$ cat src/rtl/inst_encoder.sv
// RV32I field-bundle to instruction-word encoder with a small output FIFO.
// Latency: a bundle accepted at edge N is visible on out_inst after edge N when the FIFO is empty.
// Backpressure: in_ready drops while the FIFO is full; a pop in the same cycle does not free room for an accept.
// Optional macro INST_ENC_ILLEGAL_DROP_EN: drop unsupported opcodes instead of pushing a NOP.
module inst_encoder #(
    parameter int DEPTH = 2,
    parameter int CNT_W = 32
) (
    input  logic             clk,
    input  logic             rst_n,
    input  logic             in_valid,
    output logic             in_ready,
    input  logic [6:0]       in_opcode,
    input  logic [4:0]       in_rd,
    input  logic [4:0]       in_rs1,
    input  logic [4:0]       in_rs2,
    input  logic [2:0]       in_funct3,
    input  logic [6:0]       in_funct7,
    input  logic [31:0]      in_imm,
    output logic             out_valid,
    input  logic             out_ready,
    output logic [31:0]      out_inst,
    output logic             illegal_o,
    output logic             misalign_o,
    output logic [CNT_W-1:0] enc_count
);

    localparam int AW = (DEPTH > 1) ? $clog2(DEPTH) : 1;
    localparam int CW = $clog2(DEPTH) + 1;

    localparam logic [6:0] OP_RTYPE  = 7'b0110011;
    localparam logic [6:0] OP_ITYPE  = 7'b0010011;
    localparam logic [6:0] OP_LOAD   = 7'b0000011;
    localparam logic [6:0] OP_JALR   = 7'b1100111;
    localparam logic [6:0] OP_STORE  = 7'b0100011;
    localparam logic [6:0] OP_BRANCH = 7'b1100011;
    localparam logic [6:0] OP_LUI    = 7'b0110111;
    localparam logic [6:0] OP_AUIPC  = 7'b0010111;
    localparam logic [6:0] OP_JAL    = 7'b1101111;
    localparam logic [31:0] NOP_INST = 32'h0000_0013;

`ifdef INST_ENC_ILLEGAL_DROP_EN
    localparam bit DROP_ILLEGAL = 1'b1;
`else
    localparam bit DROP_ILLEGAL = 1'b0;
`endif

    logic [31:0]   mem [DEPTH];
    logic [AW-1:0] wr_ptr;
    logic [AW-1:0] rd_ptr;
    logic [CW-1:0] count;

    logic [31:0] enc_word;
    logic        legal;
    logic        is_bj;
    logic        accept;
    logic        push;
    logic        pop;

    assign in_ready  = (count != CW'(DEPTH));
    assign out_valid = (count != '0);
    assign out_inst  = mem[rd_ptr];

    assign accept = in_valid && in_ready;
    // Unsupported opcodes still occupy a slot (as a NOP) unless dropping is enabled.
    assign push   = accept && (legal || !DROP_ILLEGAL);
    assign pop    = out_valid && out_ready;

    // Pack the decoded fields into the instruction format selected by the opcode.
    always_comb begin
        enc_word = NOP_INST;
        legal    = 1'b1;
        is_bj    = 1'b0;
        case (in_opcode)
            OP_RTYPE: enc_word = {in_funct7, in_rs2, in_rs1, in_funct3, in_rd, in_opcode};
            OP_ITYPE: begin
                // Shift-immediate forms carry funct7 above a 5-bit shamt.
                if (in_funct3 == 3'b001 || in_funct3 == 3'b101)
                    enc_word = {in_funct7, in_imm[4:0], in_rs1, in_funct3, in_rd, in_opcode};
                else
                    enc_word = {in_imm[11:0], in_rs1, in_funct3, in_rd, in_opcode};
            end
            OP_LOAD, OP_JALR:
                enc_word = {in_imm[11:0], in_rs1, in_funct3, in_rd, in_opcode};
            OP_STORE:
                enc_word = {in_imm[11:5], in_rs2, in_rs1, in_funct3, in_imm[4:0], in_opcode};
            OP_BRANCH: begin
                is_bj    = 1'b1;
                enc_word = {in_imm[12], in_imm[10:5], in_rs2, in_rs1, in_funct3,
                            in_imm[4:1], in_imm[11], in_opcode};
            end
            OP_LUI, OP_AUIPC:
                enc_word = {in_imm[31:12], in_rd, in_opcode};
            OP_JAL: begin
                is_bj    = 1'b1;
                enc_word = {in_imm[20], in_imm[10:1], in_imm[11], in_imm[19:12], in_rd, in_opcode};
            end
            default: begin
                legal    = 1'b0;
                enc_word = NOP_INST;
            end
        endcase
    end

    // FIFO storage, cleared on reset so the head reads zero while empty.
    always_ff @(posedge clk or negedge rst_n) begin
        if (!rst_n) begin
            for (int i = 0; i < DEPTH; i++) mem[i] <= '0;
        end else if (push) begin
            mem[wr_ptr] <= enc_word;
        end
    end

    // FIFO pointers and occupancy; pointers wrap naturally since DEPTH is a power of 2.
    always_ff @(posedge clk or negedge rst_n) begin
        if (!rst_n) begin
            wr_ptr <= '0;
            rd_ptr <= '0;
            count  <= '0;
        end else begin
            if (push) wr_ptr <= wr_ptr + AW'(1);
            if (pop)  rd_ptr <= rd_ptr + AW'(1);
            case ({push, pop})
                2'b10:   count <= count + CW'(1);
                2'b01:   count <= count - CW'(1);
                default: count <= count;
            endcase
        end
    end

    // One-cycle status pulses and the running count of pushed words.
    always_ff @(posedge clk or negedge rst_n) begin
        if (!rst_n) begin
            illegal_o  <= 1'b0;
            misalign_o <= 1'b0;
            enc_count  <= '0;
        end else begin
            illegal_o  <= accept && !legal;
            misalign_o <= accept && is_bj && in_imm[0];
            if (push) enc_count <= enc_count + CNT_W'(1);
        end
    end

endmodule

$ cat config.mk
export PLATFORM = sky130hd
export DESIGN_NAME = inst_encoder
export DESIGN_NICKNAME = d
export VERILOG_FILES = /design/src/rtl/inst_encoder.sv
export SDC_FILE = /design/constraint.sdc
export NUM_CORES = 1
export LEC_CHECK = 0
export ABC_AREA = 1
export CORE_ASPECT_RATIO = 1.75
export CORE_MARGIN = 2
export CORE_UTILIZATION = 51
export DETAILED_ROUTE_END_ITERATION = 7
export GPL_TIMING_DRIVEN = 1
export MAX_ROUTING_LAYER = met4
export PLACE_DENSITY = 0.79
export RECOVER_POWER = 100
export SLEW_MARGIN = 10
export SYNTH_ARGS = -nofsm -noshare
export SYNTH_HDL_FRONTEND = slang
export SYNTH_SLANG_ARGS = --single-unit
$ cat constraint.sdc
create_clock -name clk -period 2.1 [get_ports clk]
set_input_delay 0.315 -clock clk [delete_from_list [all_inputs] [get_ports clk]]
set_output_delay 0.315 -clock clk [all_outputs]
set_load 0.03 [all_outputs]
Word-level counts from Yosys, hierarchy flattened
Cells that the tools add are included.

Add/sub/neg operators: 5. Magnitude comparators: 3. Equality and inequality tests: 14. Multiplexer cells: 11. Bitwise gates (word level): 2. Reductions and logical operators: 14.

Operators with widths (number): $pmux W32 S7 (1); $mux W32 (5); $bwmux W64 (1); $add A32 B1 Y32 const B (1); $demux W32 S1 (1); $eq A7 B6 Y1 const B (3); $eq A7 B7 Y1 const B (3); $eq A7 B5 Y1 const B (2); $reduce_or A9 Y1 (1); $eq A7 B2 Y1 const B (1); $logic_and A1 B1 Y1 (6); $reduce_or A2 Y1 (3); $ge A2 B2 Y1 const B (2); $not A1 Y2 (2); $pmux W2 S2 (1); $reduce_bool A2 Y1 (2); $eq A3 B1 Y1 const B (1); $eq A3 B3 Y1 const B (1); $add A1 B1 Y1 const B (2); $add A2 B1 Y2 const B (1); $eq A2 B1 Y1 const B (1); $eq A2 B2 Y1 const B (1); $lt A2 B1 Y1 const B (1); $mux W1 (2); 4 further kinds (4).

Register bits after elaboration: 102. Word-level logic and storage cells: 57.

Depth between registers and ports, before layout
Depth in word-level cells: 6. Gate-level depth with buffers: 11.

Worst setup path after synthesis
No wires, ideal clock.

Kind: reg-to-reg. Start point: register count[0]. End point: register count[1]. Library setup time: 131 ps. Arrival: 1694 ps. Data required time: 1969 ps. Setup slack: 275 ps. Stages on the path, launching flop included: 9. Buffers on the path: 1. Cell sequence: dfrtp_1 > inv_1 > nand2_2 > nand2_4 > buf_1 > ha_1 > a21oi_1 > o21ai_0 > xor2_1.

Longest elaborated chain between the ends: 4. Elaborated cells on any way between the ends: 10.

Ends and longest elaborated chain: start, declared (line 51) `logic [CW-1:0] count;`; start signal, assigned (line 124) `2'b10: count <= count + CW'(1);`; start signal, assigned (line 125) `2'b01: count <= count - CW'(1);`; start signal, assigned (line 126) `default: count <= count;`; $ne A2 B2 Y1 * (line 60) `assign in_ready = (count != CW'(DEPTH));`; named net in_ready (line 12) `output logic in_ready,`; $logic_and A1 B1 Y1 * (line 64) `assign accept = in_valid && in_ready;`; $eq A2 B1 Y1 / $eq A2 B2 Y1 (equally long branches) (line 123) `case ({push, pop})`; $pmux W2 S2 / $reduce_bool A2 Y1 (equally long branches).

Mark *: on every way through the listed nets, which the timed path passes. The rest lies on a longest branch. A chain may end at the register's enable or synchronous reset.

Final worst setup path
Start point: register rd_ptr. End point: output out_inst[30].

Longest elaborated chain between the ends: 4.

Ends and longest elaborated chain: start, declared (line 50) `logic [AW-1:0] rd_ptr;`; start signal, assigned (line 122) `if (pop) rd_ptr <= rd_ptr + AW'(1);`; $not A1 Y2 (not written as such) (line 62) `assign out_inst = mem[rd_ptr];`; $mux W32 (not written as such) (3 in series) (line 62); end, declared (line 22) `output logic [31:0] out_inst,`.

Every way passes these cells. The select of a mux whose other input is x is not followed.

==> flow_summary_export.csv <==
group,metric,value,unit
outcome,outcome,"completed",
clock_network,clk_pin_slew,0.07,ns
setup_path,slowest_stage,"dfrtp_1",
layout,fin_area,0.00801,sq mm
timing,rsz0062_at_grt,"no",
job,cap_viol_max_count,0,
setup_path,cp-end-kind,"output port",
global_route,antenna_found_initial,0,
route,vias,6486,
clock_network,htreeDepth,3,
layout,fin_nets,1153,
route,post_drt_wl_per_cell,15.0,microns
synthesis,yosysTopAreaCellShare,42.1,%
route,drtAntennaViolNets,0,
global_route,grt_overflow,0,
floorplan,pin_count,136,
synthesis,yosys_warnings,0,
global_route,grt_max_degree,48,
clock_network,clk_path_buf_depth,2,
layout,drive_gt1_share,6.43,%
placed_design,port_buffers,135,
synthesis,yosysSeqAreaShare,42.1,%
placed_design,dpl.hpwl,13.9,mm
timing,setup_tns,0,ns
timing,fin_crit_sh,94.2,%
setup_path,worstSetupPathType,"flop to output port",
synthesis,netlist_top_cells_count,"475 x nand2_1, 102 x dfrtp_1, 83 x nor2_1",
global_route,grt_pass1_vias,6397,
timing,worst_pin_slew,1.02,ns
layout,antenna_cells,0,
clock_network,clock_latency,0.35,ns
timing,slew_headroom,32.1,%
route,post-route-drc-count,0,
setup_path,path_cells,"inv_1 > buf_12 > nand2_1 > nand2_1 > dlygate4sd2_1",
setup_path,worstPathMaxFanout,23,
synthesis,ys_ff_latch,102,
synthesis,syn_area,0.00606,sq mm
floorplan,coreArea,0.0116,sq mm
synthesis,synth_cells,928,
route,vias_per_cell,5.30,
timing,finalHoldViolations,0,
placed_design,place.gp.congestion,0.976,
pwr,power,0.00663,W
setup_path,crit_required,1.78,ns
clock_network,cts_buffers,9,
floorplan,die_y,148,microns
global_route,grtUsageTotal,30.7,%
clock_network,postCtsSetupBuffers,0,
hold_path,hp-class,"flop to flop",
pwr,ir_drop,530,uV
clock_network,clock-sinks,102,
timing,setup_viol,0,
synthesis,yosysTopAreaCell,"dfrtp_1",
route,firstDrtPassIters,5,
synthesis,synthTopCellsByArea,"dfrtp_1 42%, nand2_1 29%, nand3_1 6.7%",
pwr,power.density,828,mW/mm^2
synthesis,synth-edff-count,0,
placed_design,dpl_cell_area,0.00780,sq mm
setup_path,cp-start-kind,"flop",
setup_path,path_delay_family,"buffers and inverters",
route,wl,18.3,mm
synthesis,avgSynthCellArea,6.53,sq um
timing,finalCriticalPeriod,1.98,ns
floorplan,start_util,52.3,%
floorplan,fp-row-count,52,
synthesis,synth_nets,998,
global_route,grt_pass1_wl,30.1,mm
setup_path,arrival,1.66,ns
synthesis,synth_most_common_cell,"nand2_1",
timing,drv_slew,0,
synthesis,async_flop_share,100,%
setup_path,critPathBufInv,3,
timing,timing.fmax,506,MHz
synthesis,ys.flop_type,"dfrtp_1",
clock_network,root_buffer,"clkbuf_16",
layout,area_growth,32.1,%
route,drt_iter0_markers,359,
floorplan,dieArea,0.0128,sq mm
floorplan,dieWidth,86.4,microns
clock_network,cts_tree,"done",
pwr,leakage,4.41,nW
setup_path,cp_common_cell,"nand2_1",
timing,fin_skew,0.0104,ns
setup_path,crit_path_max_incr_delay,0.42,ns
synthesis,synth_cell_type_count,29,
[flip-flops by register name, summed over array words and instances, names as in the netlist]
register and flops:
mem 64, enc_count 32, misalign_o 1, count 2, rd_ptr 1, illegal_o 1
wr_ptr 1
[worst register-to-register path, cell delays in order, from the launching register on]
cell and delay, ns:
dfrtp_1 0.40, inv_1 0.08, nand2_2 0.06, nand2_1 0.17, nor3_1 0.27, nand2_1 0.20, nor2_2 0.35, nand3_1 0.12
nand2_1 0.08, nand2_1 0.05
[final timing paths]
path	start	end	slack, ns	cells past startpoint
max	rd_ptr$_DFFE_PN0P_	out_inst[30]	0.12	5
min in group asynchronous	rst_n	enc_count[6]$_DFFE_PN0P_	0.67	2
min reg2reg	mem[33]$_DFFE_PN0P_	mem[33]$_DFFE_PN0P_	0.46	2
max reg2reg	count[0]$_DFFE_PN0P_	enc_count[23]$_DFFE_PN0P_	0.21	9
min	mem[33]$_DFFE_PN0P_	mem[33]$_DFFE_PN0P_	0.46	2
max in group asynchronous	rst_n	enc_count[16]$_DFFE_PN0P_	0.46	3
[where the power goes]
part	leakage [nW]	internal, W	switching, W
clock network	0.152	0.000941	0.000770
logic	2.89	0.000826	0.00162
registers	1.37	0.00225	0.000224
total	4.41	0.00402	0.00261
[layout by cell type (no fill, tap or decap), drive strengths merged]
cell / instances
a21oi: 14
buf: 32
bufinv: 1
clkbuf: 25
clkdlybuf4s25: 1
clkdlybuf4s50: 65
clkinv: 4
dfrtp: 102
dlygate4sd2: 22
dlygate4sd3: 38
ha: 2
inv: 64
nand2: 481
nand3: 81
nand3b: 5
nand4: 4
nor2: 88
nor3: 10
nor3b: 1
nor4: 1
o211a: 1
o211ai: 1
o21ai: 24
or2: 2
xnor2: 6
xor2: 13
[layout make-up]
cell class	count	area, sq um
fillers	1023	3570
inverters	62	233
well taps	135	169
clock inverters	7	81.3
repair buffers	174	1630
clock buffers	9	225
multi-input cells	734	3120
flip-flops and latches	102	2550
[through the flow]
step / hold WS (ns) / utilization [%] / setup WS (ns) / instances
after floorplan: 0.0194 / - / 0.275 / 928
after global placement: 0.323 / 67.4 / 0.00411 / 1206
after detailed placement: 0.330 / 67.4 / -0.0111 / 1206
after CTS: 0.470 / 69.9 / 0.155 / 1223
after global routing: 0.495 / 69.1 / 0.0564 / 1223
final: 0.464 / 69.1 / 0.122 / 1223
[cells by family after synthesis]
group | count (synthesis) | synth area share (%)
flops | 102 | 42.1
xor+xnor | 19 | 2.75
buf+inv | 92 | 6.07
compound gates | 40 | 3.43
simple gates | 673 | 45.2
fa+ha+maj | 2 | 0.413
[per-layer routing]
layer,vias up,wire [microns],GRT usage [%]
li1,3185,-,-
met1,2962,6580,31.9
met4,0,1120,17.8
met3,82,868,3.94
met2,257,9770,54.2
met5,-,0,-
[repair_timing]
| action | in CTS | in global routing |
|---|---|---|
| gates resized for setup | 22 | 1 |
| endpoints found under the hold margin | 38 | 0 |
| hold buffers | 1 | 0 |
| setup endpoints to repair | 22 | 1 |
| cloned | 0 | 0 |
No activity file was read; power rests on OpenSTA's default activity.
